`config.mk`:
```
export PLATFORM = sky130hd
export DESIGN_NAME = dma_write_arbiter
export DESIGN_NICKNAME = d
export VERILOG_FILES = /design/src/rtl/dma_write_arbiter.sv
export SDC_FILE = /design/constraint.sdc
export NUM_CORES = 1
export LEC_CHECK = 0
export CORE_AREA = 2 2 390 392
export CTS_CLUSTER_DIAMETER = 100
export DETAILED_ROUTE_END_ITERATION = 8
export DIE_AREA = 0 0 392 394
export GPL_ROUTABILITY_DRIVEN = 1
export PLACE_DENSITY = 0.3
export SLEW_MARGIN = 10
export SYNTH_ARGS = -nofsm -noshare
export SYNTH_HDL_FRONTEND = slang
export SYNTH_SLANG_ARGS = --single-unit
```
`constraint.sdc`:
```
create_clock -name ACLK -period 3.36 [get_ports ACLK]
set_input_delay 0.504 -clock ACLK [delete_from_list [all_inputs] [get_ports ACLK]]
set_output_delay 0.504 -clock ACLK [all_outputs]
set_load 0.005 [all_outputs]
```
`src/rtl/dma_write_arbiter.sv`:
```
// Round-robin arbiter that shares one dma_write engine among NUM_REQ producers:
// picks a job, sequences the DMA start/done handshake and muxes the winner's stream.
module dma_write_arbiter #(
    parameter int NUM_REQ    = 4,
    parameter int DATA_WIDTH = 128,
    parameter int IDX_W      = $clog2(NUM_REQ)
) (
    input  logic                            ACLK,
    input  logic                            ARESETN,
    input  logic [NUM_REQ-1:0]              i_req,
    input  logic [NUM_REQ*32-1:0]           i_req_addr,
    input  logic [NUM_REQ*32-1:0]           i_req_len,
    output logic [NUM_REQ-1:0]              o_grant,
    output logic [NUM_REQ-1:0]              o_req_done,
    output logic [NUM_REQ-1:0]              o_req_error,
    input  logic [NUM_REQ*DATA_WIDTH-1:0]   i_s_data,
    input  logic [NUM_REQ-1:0]              i_s_valid,
    output logic [NUM_REQ-1:0]              o_s_ready,
    output logic                            o_dma_start,
    output logic [31:0]                     o_dma_base_addr,
    output logic [31:0]                     o_dma_byte_len,
    input  logic                            i_dma_busy,
    input  logic                            i_dma_done,
    input  logic                            i_dma_error,
    output logic [DATA_WIDTH-1:0]           o_dma_data,
    output logic                            o_dma_valid,
    input  logic                            i_dma_ready,
    output logic                            o_busy
);

    typedef enum logic [1:0] {
        S_IDLE  = 2'd0,
        S_START = 2'd1,
        S_RUN   = 2'd2,
        S_GAP   = 2'd3
    } state_t;

    state_t               state_reg, state_next;
    logic [IDX_W-1:0]     rr_ptr_reg, rr_ptr_next;
    logic [IDX_W-1:0]     grant_idx_reg, grant_idx_next;
    logic [NUM_REQ-1:0]   grant_reg, grant_next;
    logic [NUM_REQ-1:0]   done_reg, done_next;
    logic [NUM_REQ-1:0]   error_reg, error_next;
    logic                 busy_reg, busy_next;
    logic [31:0]          addr_reg, addr_next;
    logic [31:0]          len_reg, len_next;

    logic [31:0]            addr_arr [NUM_REQ];
    logic [31:0]            len_arr  [NUM_REQ];
    logic [DATA_WIDTH-1:0]  data_arr [NUM_REQ];
    logic [IDX_W-1:0]       cand_idx [NUM_REQ];

    logic [NUM_REQ-1:0]   req_eligible;
    logic                 win_found;
    logic [IDX_W-1:0]     win_idx;
    logic                 run_active;

    // Busy from the DMA is informational only; sequencing relies on start/done.
    logic unused_dma_busy;
    assign unused_dma_busy = i_dma_busy;

    function automatic logic [IDX_W-1:0] wrap_inc(input logic [IDX_W-1:0] idx);
        return (idx == IDX_W'(NUM_REQ - 1)) ? '0 : idx + 1'b1;
    endfunction

    generate
        for (genvar gi = 0; gi < NUM_REQ; gi++) begin : g_unpack
            logic [IDX_W:0] rot_sum;
            assign addr_arr[gi] = i_req_addr[gi*32 +: 32];
            assign len_arr[gi]  = i_req_len[gi*32 +: 32];
            assign data_arr[gi] = i_s_data[gi*DATA_WIDTH +: DATA_WIDTH];
            assign rot_sum      = {1'b0, rr_ptr_reg} + (IDX_W+1)'(gi);
            assign cand_idx[gi] = (rot_sum >= (IDX_W+1)'(NUM_REQ))
                                ? IDX_W'(rot_sum - (IDX_W+1)'(NUM_REQ))
                                : rot_sum[IDX_W-1:0];
        end
    endgenerate

    // A requester whose done pulse is on this cycle may still hold i_req; masking
    // it stops a zero-length job from being re-selected before it can drop.
    assign req_eligible = i_req & ~done_reg;

    always_comb begin
        win_found = 1'b0;
        win_idx   = '0;
        for (int i = 0; i < NUM_REQ; i++) begin
            if (!win_found && req_eligible[cand_idx[i]]) begin
                win_found = 1'b1;
                win_idx   = cand_idx[i];
            end
        end
    end

    always_ff @(posedge ACLK or negedge ARESETN) begin
        if (!ARESETN) begin
            state_reg     <= S_IDLE;
            rr_ptr_reg    <= '0;
            grant_idx_reg <= '0;
            grant_reg     <= '0;
            done_reg      <= '0;
            error_reg     <= '0;
            busy_reg      <= 1'b0;
            addr_reg      <= '0;
            len_reg       <= '0;
        end else begin
            state_reg     <= state_next;
            rr_ptr_reg    <= rr_ptr_next;
            grant_idx_reg <= grant_idx_next;
            grant_reg     <= grant_next;
            done_reg      <= done_next;
            error_reg     <= error_next;
            busy_reg      <= busy_next;
            addr_reg      <= addr_next;
            len_reg       <= len_next;
        end
    end

    always_comb begin
        state_next     = state_reg;
        rr_ptr_next    = rr_ptr_reg;
        grant_idx_next = grant_idx_reg;
        grant_next     = grant_reg;
        done_next      = '0;
        error_next     = '0;
        busy_next      = busy_reg;
        addr_next      = addr_reg;
        len_next       = len_reg;

        unique case (state_reg)
            S_IDLE: begin
                if (win_found) begin
                    if (len_arr[win_idx] == 32'd0) begin
                        // Empty job: complete immediately without touching the DMA.
                        done_next[win_idx] = 1'b1;
                        rr_ptr_next        = wrap_inc(win_idx);
                    end else begin
                        addr_next      = addr_arr[win_idx];
                        len_next       = len_arr[win_idx];
                        grant_idx_next = win_idx;
                        grant_next     = NUM_REQ'(1) << win_idx;
                        busy_next      = 1'b1;
                        state_next     = S_START;
                    end
                end
            end
            S_START: begin
                state_next = S_RUN;
            end
            S_RUN: begin
                if (i_dma_done) begin
                    done_next[grant_idx_reg]  = 1'b1;
                    error_next[grant_idx_reg] = i_dma_error;
                    grant_next                = '0;
                    busy_next                 = 1'b0;
                    rr_ptr_next               = wrap_inc(grant_idx_reg);
                    state_next                = S_GAP;
                end
            end
            S_GAP: begin
                state_next = S_IDLE;
            end
            default: begin
                state_next = S_IDLE;
            end
        endcase
    end

    assign run_active = (state_reg == S_RUN);

    assign o_grant         = grant_reg;
    assign o_busy          = busy_reg;
    assign o_req_done      = done_reg;
    assign o_req_error     = error_reg;
    assign o_dma_base_addr = addr_reg;
    assign o_dma_byte_len  = len_reg;
    assign o_dma_start     = (state_reg == S_START);

    assign o_dma_data  = run_active ? data_arr[grant_idx_reg] : '0;
    assign o_dma_valid = run_active & i_s_valid[grant_idx_reg];

    generate
        for (genvar gi = 0; gi < NUM_REQ; gi++) begin : g_ready
            assign o_s_ready[gi] = run_active && (grant_idx_reg == IDX_W'(gi)) && i_dma_ready;
        end
    endgenerate

endmodule
```
==> flow_metrics.py <==
metrics = {
    "floorplanning": {
        "rows": 143,
        "dieArea_um2": 154000,
        "core_area_um2": 151000,
        "die_y_um": 394,
        "die_w_um": 392,
        "start_util_pct": 6.60,
        "ios": 993,
    },
    "placed_design": {
        "port_buffers": 991,
        "place.gp.congestion": 0.849,
        "dp_hpwl_mm": 97.1,
    },
    "final_layout": {
        "post-route-util_pct": 16.5,
        "multiInputGateArea_um2": 7900,
        "syn_to_final_growth_pct": 150,
        "regArea_um2": 2090,
        "drive_gt1_share_pct": 21.9,
        "final.fill_count": 17100,
        "nets": 2905,
    },
    "global_routing": {
        "antenna_found_initial": 71,
        "grt_use_met3_pct": 3.79,
        "grtUsageMet1_pct": 15.2,
        "use_met2_pct": 26.4,
        "grt_pass1_wl_mm": 143,
        "grt_pass1_vias": 14900,
        "grt_use_total_pct": 13.8,
        "grt_busiest_layer": "met2",
        "grt_max_degree": 51,
        "overflow": 0,
    },
    "synthesis": {
        "avgSynthCellArea_um2": 9.38,
        "synthFlopType": "dfrtp_1",
        "synth.distinct_cells": 48,
        "ys_async_sr_fraction_pct": 100,
        "synthesis.nets": 1853,
        "seq_area_frac_synth_pct": 20.9,
        "yosys_warnings": 0,
        "synth-seq-cells": 83,
        "synth_edf_count": 0,
        "synth_area_um2": 9950,
        "synthCells": 1060,
    },
    "job": {
        "maxCapViolCount": 0,
    },
    "worst_hold_path": {
        "hold_class": "in -> async",
    },
    "sta": {
        "fin_skew_ns": 0.0181,
        "timing.hold.ws_ns": 0.131,
        "finalCritPeriodShare_pct": 104,
        "fin_crit_ns": 3.50,
        "fin_tns_setup_ns": -5.36,
        "max_freq_mhz": 286,
        "setup_viol": 76,
        "slew-limit-headroom_pct": 52.5,
        "drv_slew": 0,
        "rsz0062_at_grt": "true",
        "setup_ws_ns": -0.140,
        "worst_slew_pin_slew_ns": 0.713,
        "hold_viol": 0,
    },
    "clock_tree": {
        "ctsHoldBuffers": 0,
        "clock_sinks": 83,
        "path_clk_slew_ns": 0.07,
        "cts_buffer_depth": 2,
        "cts_root_buffer": "clkbuf_16",
        "cts_made_buffers": 9,
        "cts_tree": "done",
        "clock_insertion_delay_worst_skew_ns": 0.38,
        "cts_max_level": 3,
    },
    "worst_setup_path": {
        "end_kind": "flip-flop",
        "rr_endpoint": "o_dma_base_addr[30]",
        "r2r_setup_slack_ns": -0.14,
        "cp_max_fo": 8,
        "start_kind": "flip-flop",
        "worstPathArrival_ns": 3.76,
        "slowest_stage": "dfrtp_2",
        "reg2reg_depth": 14,
        "critical_path_class": "reg -> reg",
        "critPathMaxStageDelay_ns": 0.46,
        "path_cells": "nor4b_4 > a221oi_4 > buf_6 > and3_4 > buf_12 > buf_16 > a211oi_4 > o22ai_4 > nor4_4 > buf_4 > nand4_4 > nand2_8 > clkbuf_16 > mux2_4",
        "required_ns": 3.62,
        "crit_start": "rr_ptr_reg[1]",
        "r2r-start": "rr_ptr_reg[1]",
    },
    "routing": {
        "firstDrtPassIters": 5,
        "routed_via_density": 3.31,
        "drt_drc_violations_left": 0,
        "post_drt_wl_per_cell_um": 27.0,
        "drtIter0Drc": 550,
        "ant_nets": 0,
        "finalWirelength_mm": 112,
        "vias": 13800,
    },
    "power_and_ir_drop": {
        "p_leak_uw": 0.00905,
        "ir_drop_uv": 224,
        "power.density_nw_per_um2": 675,
    },
    "status": {
        "violations": "negative setup slack",
        "status": "finished with violations",
    },
}
==> how the worst max path moves through the flow <==
stage / end / slack (ns) / cells past startpoint
after CTS: o_dma_base_addr[3] / -0.21 / 15
final: o_dma_base_addr[30] / -0.14 / 14
after global routing: o_dma_base_addr[11] / -0.28 / 14
after detailed placement: o_dma_base_addr[27] / -1.12 / 15
after global placement: o_dma_base_addr[20] / -1.11 / 15
after floorplan: o_dma_base_addr[10] / 0.23 / 12
==> kinds of logic after synthesis <==
kind of cell	after synthesis	synth area share, %
mux	162	32.9
buf+inv	196	8.38
simple gates	336	18.0
fa+ha+maj	11	1.38
compound gates	272	18.4
flops	83	20.9
==> power breakdown <==
part           switching [µW]  internal, µW
Combinational            6550          7190
Clock                     538           555
Sequential                425          1490
Total                    7520          9240
==> final cells by class <==
class / instances / share of cell area (%)
antenna: 11 / 0.111
clock buffer: 11 / 1.02
clock inverter: 5 / 0.171
inverter: 77 / 1.16
multi-input combinational: 782 / 31.8
sequential: 83 / 8.41
tap: 2030 / 10.2
timing repair buffer: 1159 / 47.1
==> layer usage <==
metal / vias to the layer above / share of wire, %
li1: 6114 / -
met1: 6824 / 37
met2: 682 / 53
met3: 126 / 7.7
met4: 26 / 1.5
met5: - / 0.15
==> synthesized netlist by cell type, types with 7 or more instances <==
master,instances,area [µm²]
o21ai_0,37,185
ha_1,11,138
a31oi_1,98,613
and2_1,130,813
clkbuf_1,67,251
mux2_1,33,372
buf_1,21,78.8
and3_1,42,263
o22ai_1,17,106
nand2_1,134,503
nor2_1,7,26.3
o31ai_1,33,248
buf_6,7,78.8
mux4_2,129,2910
a211oi_1,65,488
inv_1,76,285
dfrtp_1,83,2080
buf_2,18,90.1
==> cell usage in the layout, fill, tap and decap left out, types with 36 or more instances in the layout <==
cell type / synthesis / layout
a31oi_1: 98 / 94
and2_1: 130 / 130
clkdlybuf4s50_1: 0 / 975
dfrtp_1: 83 / 79
buf_4: 6 / 135
inv_1: 76 / 74
nand2_1: 134 / 133
and3_1: 42 / 40
o21ai_0: 37 / 37
a211oi_2: 1 / 36
mux4_2: 129 / 129
==> metrics by stage <==
step / area (µm²) / std cells / power (µW) / setup slack [ns]
4_1_cts: 24500 / 4144 / 17000 / -0.207
6_report: 24800 / 4158 / 16800 / -0.140
3_3_place_gp: 23300 / 4103 / 14500 / -1.11
2_1_floorplan: 9950 / 1060 / 7010 / 0.228
5_1_grt: 24800 / 4150 / 18000 / -0.282
3_5_place_dp: 23300 / 4103 / 14500 / -1.12
==> worst max-delay path: cells and delay by family (launching register included) <==
kind                   cells  cell delay (ns)
and+or+nand+nor            5             1.23
buffers and inverters      5             0.84
AOI/OAI and AO/OA          3             0.51
DFF                        1             0.46
muxes                      1             0.31
==> repair_timing <==
action / CTS / global route
cloned: 8 / 3
gates resized for setup: 128 / 53
buffers inserted: 19 / 5
pin swaps: 14 / 31
setup endpoints to repair: 79 / 80
Power figures use the tool's default switching activity.
